<file path="config.mk">
export PLATFORM = sky130hd
export DESIGN_NAME = pattern_scan_ctrl_flat
export DESIGN_NICKNAME = d
export VERILOG_FILES = /design/src/rtl/pattern_scan_ctrl_if.sv /design/src/rtl/pattern_scan_ctrl.sv /design/src/flat_wrapper.sv
export SDC_FILE = /design/constraint.sdc
export NUM_CORES = 1
export LEC_CHECK = 0
export CAP_MARGIN = 15
export CORE_ASPECT_RATIO = 1.1
export CORE_MARGIN = 3
export CORE_UTILIZATION = 52
export CTS_CLUSTER_SIZE = 10
export DETAILED_ROUTE_END_ITERATION = 7
export PLACE_DENSITY = 0.87
export SLEW_MARGIN = 20
export SYNTH_ARGS = -nofsm -noshare
export SYNTH_HDL_FRONTEND = slang
export SYNTH_SLANG_ARGS = --single-unit
</file>
<file path="constraint.sdc">
create_clock -name clk -period 2.5 [get_ports clk]
set_input_delay 0.375 -clock clk [delete_from_list [all_inputs] [get_ports clk]]
set_output_delay 0.375 -clock clk [all_outputs]
set_load 0.02 [all_outputs]
</file>
<file path="src/rtl/pattern_scan_ctrl_if.sv">
// Word-in / result-out handshake bundle for pattern_scan_ctrl.
interface pattern_scan_ctrl_if #(
  parameter int unsigned WIDTH = 16,
  parameter int unsigned CNT_W = $clog2(WIDTH + 1)
);
  logic             in_valid;
  logic             in_ready;
  logic [WIDTH-1:0] in_data;
  logic             in_restart;
  logic             out_valid;
  logic             out_ready;
  logic [CNT_W-1:0] match_count;
  logic [CNT_W-1:0] first_pos;
  logic             det_out;

  // Producer/consumer side
  modport master (
    output in_valid, in_data, in_restart, out_ready,
    input  in_ready, out_valid, match_count, first_pos, det_out
  );

  // Scanner side
  modport slave (
    input  in_valid, in_data, in_restart, out_ready,
    output in_ready, out_valid, match_count, first_pos, det_out
  );
endinterface

</file>
<file path="src/rtl/pattern_scan_ctrl.sv">
// Scans a word MSB-first through an overlapping 1101 Moore detector and
// reports the match count and the position of the first match.
module pattern_scan_ctrl #(
  parameter int unsigned WIDTH = 16,
  parameter int unsigned CNT_W = $clog2(WIDTH + 1)
) (
  input  logic               clk,
  input  logic               reset,
  pattern_scan_ctrl_if.slave bus
);

  typedef enum logic [1:0] {ST_IDLE, ST_SHIFT, ST_DRAIN, ST_DONE} state_e;
  typedef enum logic [2:0] {D_S0, D_S1, D_S11, D_S110, D_S1101} det_e;

  localparam int unsigned LAST_POS = WIDTH - 1;

  state_e           state_q, state_d;
  det_e             det_q, det_d;
  logic [WIDTH-1:0] sr_q, sr_d;
  logic [CNT_W-1:0] idx_q, idx_d;
  logic [CNT_W-1:0] cnt_q, cnt_d;
  logic [CNT_W-1:0] fp_q, fp_d;
  logic             in_ready_q, out_valid_q, det_out_q;
  logic             score_c;

  // Overlapping 1101 detector transition table
  function automatic det_e det_next(input det_e s, input logic b);
    case (s)
      D_S0:    return b ? D_S1    : D_S0;
      D_S1:    return b ? D_S11   : D_S0;
      D_S11:   return b ? D_S11   : D_S110;
      D_S110:  return b ? D_S1101 : D_S0;
      D_S1101: return b ? D_S11   : D_S0;
      default: return D_S0;
    endcase
  endfunction

  // A match is scored when the detector sits in S1101 because of a bit of
  // this word; the first SHIFT cycle only shows carry-in from the last word.
  always_comb begin
    score_c = 1'b0;
    if (det_q == D_S1101) begin
      if (state_q == ST_DRAIN) score_c = 1'b1;
      if (state_q == ST_SHIFT && idx_q != '0) score_c = 1'b1;
    end
  end

  // Next-state and datapath update
  always_comb begin
    state_d = state_q;
    det_d   = det_q;
    sr_d    = sr_q;
    idx_d   = idx_q;
    cnt_d   = cnt_q;
    fp_d    = fp_q;

    case (state_q)
      ST_IDLE: begin
        if (bus.in_valid) begin
          sr_d    = bus.in_data;
          idx_d   = '0;
          cnt_d   = '0;
          fp_d    = '0;
          if (bus.in_restart) det_d = D_S0;
          state_d = ST_SHIFT;
        end
      end
      ST_SHIFT: begin
        det_d = det_next(det_q, sr_q[WIDTH-1]);
        sr_d  = {sr_q[WIDTH-2:0], 1'b0};
        idx_d = idx_q + CNT_W'(1);
        if (idx_q == CNT_W'(LAST_POS)) state_d = ST_DRAIN;
      end
      ST_DRAIN: state_d = ST_DONE;
      ST_DONE:  if (bus.out_ready) state_d = ST_IDLE;
      default:  state_d = ST_IDLE;
    endcase

    if (score_c) begin
      if (cnt_q == '0) fp_d = idx_q - CNT_W'(1);
      cnt_d = cnt_q + CNT_W'(1);
    end
  end

  // State, datapath and registered handshake/status outputs
  always_ff @(posedge clk) begin
    if (reset) begin
      state_q     <= ST_IDLE;
      det_q       <= D_S0;
      sr_q        <= '0;
      idx_q       <= '0;
      cnt_q       <= '0;
      fp_q        <= '0;
      in_ready_q  <= 1'b1;
      out_valid_q <= 1'b0;
      det_out_q   <= 1'b0;
    end else begin
      state_q     <= state_d;
      det_q       <= det_d;
      sr_q        <= sr_d;
      idx_q       <= idx_d;
      cnt_q       <= cnt_d;
      fp_q        <= fp_d;
      in_ready_q  <= (state_d == ST_IDLE);
      out_valid_q <= (state_d == ST_DONE);
      det_out_q   <= (det_d == D_S1101);
    end
  end

  assign bus.in_ready    = in_ready_q;
  assign bus.out_valid   = out_valid_q;
  assign bus.match_count = cnt_q;
  assign bus.first_pos   = fp_q;
  assign bus.det_out     = det_out_q;

endmodule
</file>
<file path="src/flat_wrapper.sv">
// flat-port wrapper written by rule: the top's interface ports become plain ports
module pattern_scan_ctrl_flat 
#(
  parameter int unsigned WIDTH = 16,
  parameter int unsigned CNT_W = $clog2(WIDTH + 1)
)
  (clk, reset, bus_in_valid, bus_in_data, bus_in_restart, bus_out_ready, bus_in_ready, bus_out_valid, bus_match_count, bus_first_pos, bus_det_out);
  pattern_scan_ctrl_if #(.WIDTH(WIDTH), .CNT_W(CNT_W)) bus_i ();
  input  logic clk;
  input  logic reset;
  input wire logic [$bits(bus_i.in_valid)-1:0] bus_in_valid;
  input wire logic [$bits(bus_i.in_data)-1:0] bus_in_data;
  input wire logic [$bits(bus_i.in_restart)-1:0] bus_in_restart;
  input wire logic [$bits(bus_i.out_ready)-1:0] bus_out_ready;
  output wire logic [$bits(bus_i.in_ready)-1:0] bus_in_ready;
  output wire logic [$bits(bus_i.out_valid)-1:0] bus_out_valid;
  output wire logic [$bits(bus_i.match_count)-1:0] bus_match_count;
  output wire logic [$bits(bus_i.first_pos)-1:0] bus_first_pos;
  output wire logic [$bits(bus_i.det_out)-1:0] bus_det_out;
  assign bus_i.in_valid = bus_in_valid;
  assign bus_i.in_data = bus_in_data;
  assign bus_i.in_restart = bus_in_restart;
  assign bus_i.out_ready = bus_out_ready;
  assign bus_in_ready = bus_i.in_ready;
  assign bus_out_valid = bus_i.out_valid;
  assign bus_match_count = bus_i.match_count;
  assign bus_first_pos = bus_i.first_pos;
  assign bus_det_out = bus_i.det_out;
  pattern_scan_ctrl #(.WIDTH(WIDTH), .CNT_W(CNT_W)) u_core (.clk(clk), .reset(reset), .bus(bus_i));
endmodule
</file>
Yosys cells after proc, flatten, opt, wreduce, memory -nomap -nowiden
Cells that the tools add are included.

cells by class
  $add $sub $neg = 3
  multipliers = 0
  div/mod/pow operators = 0
  magnitude comparators = 0
  eq/ne operators = 11
  shift-type cells = 0
  muxes and demuxes = 25
  bitwise gates (word level) = 0
  reduce and logical (&&, ||, !) cells = 12

operators by type and width
  operator                                                                count
  5-bit 2-to-1 mux                                                        7
  16-bit one-hot mux with 2 select lines                                  1
  16-bit 2-to-1 mux                                                       1
  3-bit one-hot mux with 4 select lines                                   1
  5-bit by 1-bit adder with 5-bit output (second input constant)          2
  5-bit one-hot mux with 2 select lines                                   1
  3-bit 2-to-1 mux                                                        3
  2-bit 2-to-1 mux                                                        4
  2-bit one-hot mux with 4 select lines                                   1
  2-bit equality test (second input constant)                             3
  3-bit by 2-bit equality test with 1-bit output (second input constant)  2
  3-bit equality test (second input constant)                             2
  3-bit one-hot mux with 2 select lines                                   1
  2-bit nonzero test                                                      3
  5-bit by 4-bit equality test with 1-bit output (second input constant)  1
  5-bit zero test                                                         1
  1-bit 2-to-1 mux                                                        5
  5-bit nonzero test                                                      1
  5-bit by 1-bit subtractor with 5-bit output (second input constant)     1
  2-bit zero test                                                         2
  2-bit AND reduction                                                     2
  3-bit by 1-bit equality test with 1-bit output (second input constant)  1
  3-bit zero test                                                         1
  2-bit by 1-bit equality test with 1-bit output (second input constant)  1
  3 further kinds                                                         3

word-level totals
  flip-flop bits (word level) = 39
  bits in latches = 0
  bits in writable memories = 0
  memory bits (read-only) = 0
  word-level logic and storage cells = 60
  memories kept = 0

Longest topological paths before layout
  depth after elaboration = 6
  gate-level depth with buffers = 7

Worst setup path before layout
OpenSTA, ideal clock, no wires.

  path kind = reg-to-reg
  start = register u_core.idx_q[0]
  end = register u_core.fp_q[3], in the netlist u_core.bus.first_pos[3]
  library setup time = 0.121 ns
  data arrival time = 1.755 ns
  setup slack = 0.624 ns
  cell stages (with the launch flop) = 7
  buffers on the path = 0
  clock period less this slack = 1.876 ns
  cell sequence = dfxtp_1 -> inv_1 -> ha_1 -> or3b_4 -> o311a_4 -> nand2_4 -> mux2_4

between the ends
  cells in the longest elaborated chain, start to end = 5
  elaborated cells between the ends (all ways) = 7
  classes of those cells = 1 x add/sub; 4 x mux; 2 x reduce/logical

ends and longest elaborated chain
  item                                                                                                 line                      text
  start: declaration                                                                                   pattern_scan_ctrl.sv:20   logic [CNT_W-1:0] idx_q, idx_d;
  start signal: assignment                                                                             pattern_scan_ctrl.sv:101  idx_q <= idx_d;
  parallel branches: the longest is 4 deep, another holds 5-bit by 1-bit subtractor with 5-bit output  n/a
  5-bit 2-to-1 mux (*)                                                                                 pattern_scan_ctrl.sv:79   if (score_c) begin
  end signal: assignment                                                                               pattern_scan_ctrl.sv:103  fp_q <= fp_d;
  end: declaration                                                                                     pattern_scan_ctrl.sv:22   logic [CNT_W-1:0] fp_q, fp_d;

Mark *: on every way between the ends.
A chain may end at the register's enable or synchronous reset.

Final worst setup path
Same ends and word-level chain as after synthesis.

==> impl_metrics.ini <==
[critical_path]
worstPathArrival_ns = 2.22
rr_startpoint = u_core.idx_q[0]$_SDFFE_PP0P_
startpoint_type = flop
worstSetupEndpoint = u_core.bus.first_pos[3]$_SDFF_PP0_
startpoint = u_core.idx_q[0]$_SDFFE_PP0P_
slowest_stage = or3b_4
crit_required_ns = 2.74
cp_cell_sequence = inv_1 -> ha_1 -> or3b_4 -> o311a_4 -> nand2_4 -> mux2_4
worstPathMaxFanout = 7
r2r_end = u_core.bus.first_pos[3]$_SDFF_PP0_
worst-setup-path-type = reg2reg
cp-end-kind = flop
path_depth = 6
reg2reg_slack_ns = 0.52
max_stage_delay_ns = 0.42
path_delay_family = simple AND/OR/NAND/NOR gates
crit_buf_inv = 1
rr_worst_depth = 6

[sta]
relSlewSlack = 0.6243
setup_violations = 0
slew_violations = 0
rsz0062_at_grt = false
post-route-period-util = 0.7909
max_freq_ghz = 0.5057
tightest_slew_ns = 0.5636
period_minus_slack_ns = 1.977
hold_viol = 0
fin_worst_skew_ns = 0.005882
fin_setup_tns_ns = 0
timing.final.ws_setup_ns = 0.5227

[grt]
track_usage = 0.1806
overflow = 0
grt_max_degree = 31
first_global_vias = 1482
grt_pass1_wl_um = 6617
antenna_found_initial = 0

[min_path]
hp-class = reg2reg

[cts]
post_cts.repair.setup_buffers = 0
htreeDepth = 2
clk_pin_slew_ns = 0.11
numCtsBuffers = 5
clock_sinks = 39
cts_hold_buf = 0
insertion_delay_ns = 0.34
cts_root_buf = clkbuf_4
cts_resized = 0
cts_tree = yes
clock_tree.buffer_depth = 2

[placement]
place_congestion = 0.7544
hpwlAfterDp_um = 2770
dp_slack_ns = 0.5024
place_inst = 299
numPortBuffers = 33

[detailed_routing]
drc = 0
drt-vias-per-instance = 5.541
vias = 1690
drt-pass1-iter-count = 4
wl_per_cell_um = 12.80
drtAntennaViolNets = 0
drt_iter0_drc = 85
wl_um = 3903

[synth]
ys_types = 42
synth_ff_type = dfxtp_1
synth_area_um2 = 1933
synthTopCellsByArea = dfxtp_1 40%, nor2b_1 6.1%, nor2_1 6.0%
ys_ff_latch = 39
synth_edf_count = 0
synth.largest_area_cell = dfxtp_1
ys_seq_area_frac = 0.4039
synthArstFlopShare = 0
syn_inst = 228
syn_area_per_cell_um2 = 8.479
synth_top_area_frac = 0.4039
yosysWarnings = 0
synth_fp_nets = 254

[power]
power_density_nw_per_um2 = 489.0
ir_drop_mv = 0.3384
total_power_mw = 1.142
p_leak_nw = 0.8917

[floorplanning]
coreArea_um2 = 3441
rows = 22
dieArea_um2 = 4486
die_h_um = 69.95
die_x_um = 64.14
floorplan.initialDensity = 0.5618
io_pins = 34

[cells_and_area]
mostFrequentLayoutCell = dfxtp_1
final_cell_mix = 39 x dfxtp_1, 33 x clkdlybuf4s50_1, 31 x nor2_1, 19 x nor2b_1, 18 x nor3_1
nets = 284
diodes = 0
fin_cells = 305
finalCoreUtilization = 0.6785
area_growth_syn_to_layout_pct = 20.78
drive_above_1_share = 0.08560

[run]
drv_cap = 0

[outcome]
outcome = complete, no violations
Yosys cell counts, types with 2 or more instances:
| library cell | number |
|---|---|
| dfxtp_1 | 39 |
| nor2_1 | 31 |
| nor2b_1 | 19 |
| nor3_1 | 18 |
| o22ai_1 | 16 |
| clkbuf_1 | 10 |
| nand3_1 | 10 |
| a21oi_1 | 9 |
| nand2_1 | 9 |
| o21ai_0 | 6 |
| ha_1 | 5 |
| inv_1 | 5 |
| mux2i_1 | 5 |
| nand2b_1 | 4 |
| a22oi_1 | 3 |
| or2_2 | 3 |
| xnor2_1 | 3 |
| xor2_1 | 3 |
| a31oi_1 | 2 |
| and2_1 | 2 |
| buf_2 | 2 |
| mux2_2 | 2 |
| nand4_1 | 2 |
| or3_1 | 2 |
flip-flops by register name (all words and copies together), names as in the netlist:
signal / count
u_core.bus.in_ready: 1
u_core.idx_q: 5
u_core.bus.first_pos: 5
u_core.sr_q: 16
u_core.bus.out_valid: 1
u_core.bus.det_out: 1
u_core.det_q: 3
u_core.bus.match_count: 5
u_core.state_q: 2
metal layers:
metal  routed length, um  GRT usage  vias up  share of wire
met5                   0          0        -              0
met4                  43    0.04930        0          0.011
met3                 180    0.04502        4          0.046
met2                1915     0.3054       45           0.49
met1                1764     0.2264      791           0.45
li1                    -          -      850              -
final cells by class:
class / instances / area [um^2]
Sequential cell: 39 / 780.7
Timing Repair Buffer: 37 / 372.9
Fill cell: 284 / 1106
Multi-Input combinational cell: 169 / 1057
Clock buffer: 6 / 41.29
Tap cell: 48 / 60.06
Inverter: 6 / 22.52
cell families after synthesis:
| group | synth area share |
|---|---|
| DFF | 0.4039 |
| and+or+nand+nor | 0.2997 |
| buffers and inverters | 0.04919 |
| adders and majority gates | 0.03236 |
| muxes | 0.04531 |
| AOI/OAI and AO/OA | 0.1424 |
| xor gates and xnor gates | 0.02719 |
how the worst min path moves through the flow:
stage,start,endpoint,cells past startpoint
2_1_floorplan,u_core.sr_q[0]$_SDFFE_PP0P_,u_core.sr_q[0]$_SDFFE_PP0P_,2
3_3_place_gp,u_core.bus.first_pos[0]$_SDFF_PP0_,u_core.bus.first_pos[0]$_SDFF_PP0_,2
3_5_place_dp,u_core.bus.first_pos[4]$_SDFF_PP0_,u_core.bus.first_pos[4]$_SDFF_PP0_,2
4_1_cts,u_core.bus.first_pos[4]$_SDFF_PP0_,u_core.bus.first_pos[4]$_SDFF_PP0_,2
5_1_grt,u_core.bus.first_pos[0]$_SDFF_PP0_,u_core.bus.first_pos[0]$_SDFF_PP0_,2
6_report,u_core.bus.first_pos[4]$_SDFF_PP0_,u_core.bus.first_pos[4]$_SDFF_PP0_,2
worst min-delay path: cells and delay by family, from the launching register on:
kind	cells	cell delay, ns
simple gates	1	0.05
flops	1	0.33
mux	1	0.06
report_power, final:
group          switching [mW]  total (mW)  internal (mW)
combinational          0.0818       0.178         0.0957
sequential             0.0221       0.672          0.650
clock                   0.192       0.292          0.100
through the flow:
step	cell area, um^2	hold WS (ns)
finish	2335	0.4704
detailed placement	2293	0.4576
global route	2335	0.5025
global placement	2293	0.4541
CTS	2335	0.4733
floorplan	1933	0.4657
No activity file was read; power rests on OpenSTA's default activity.
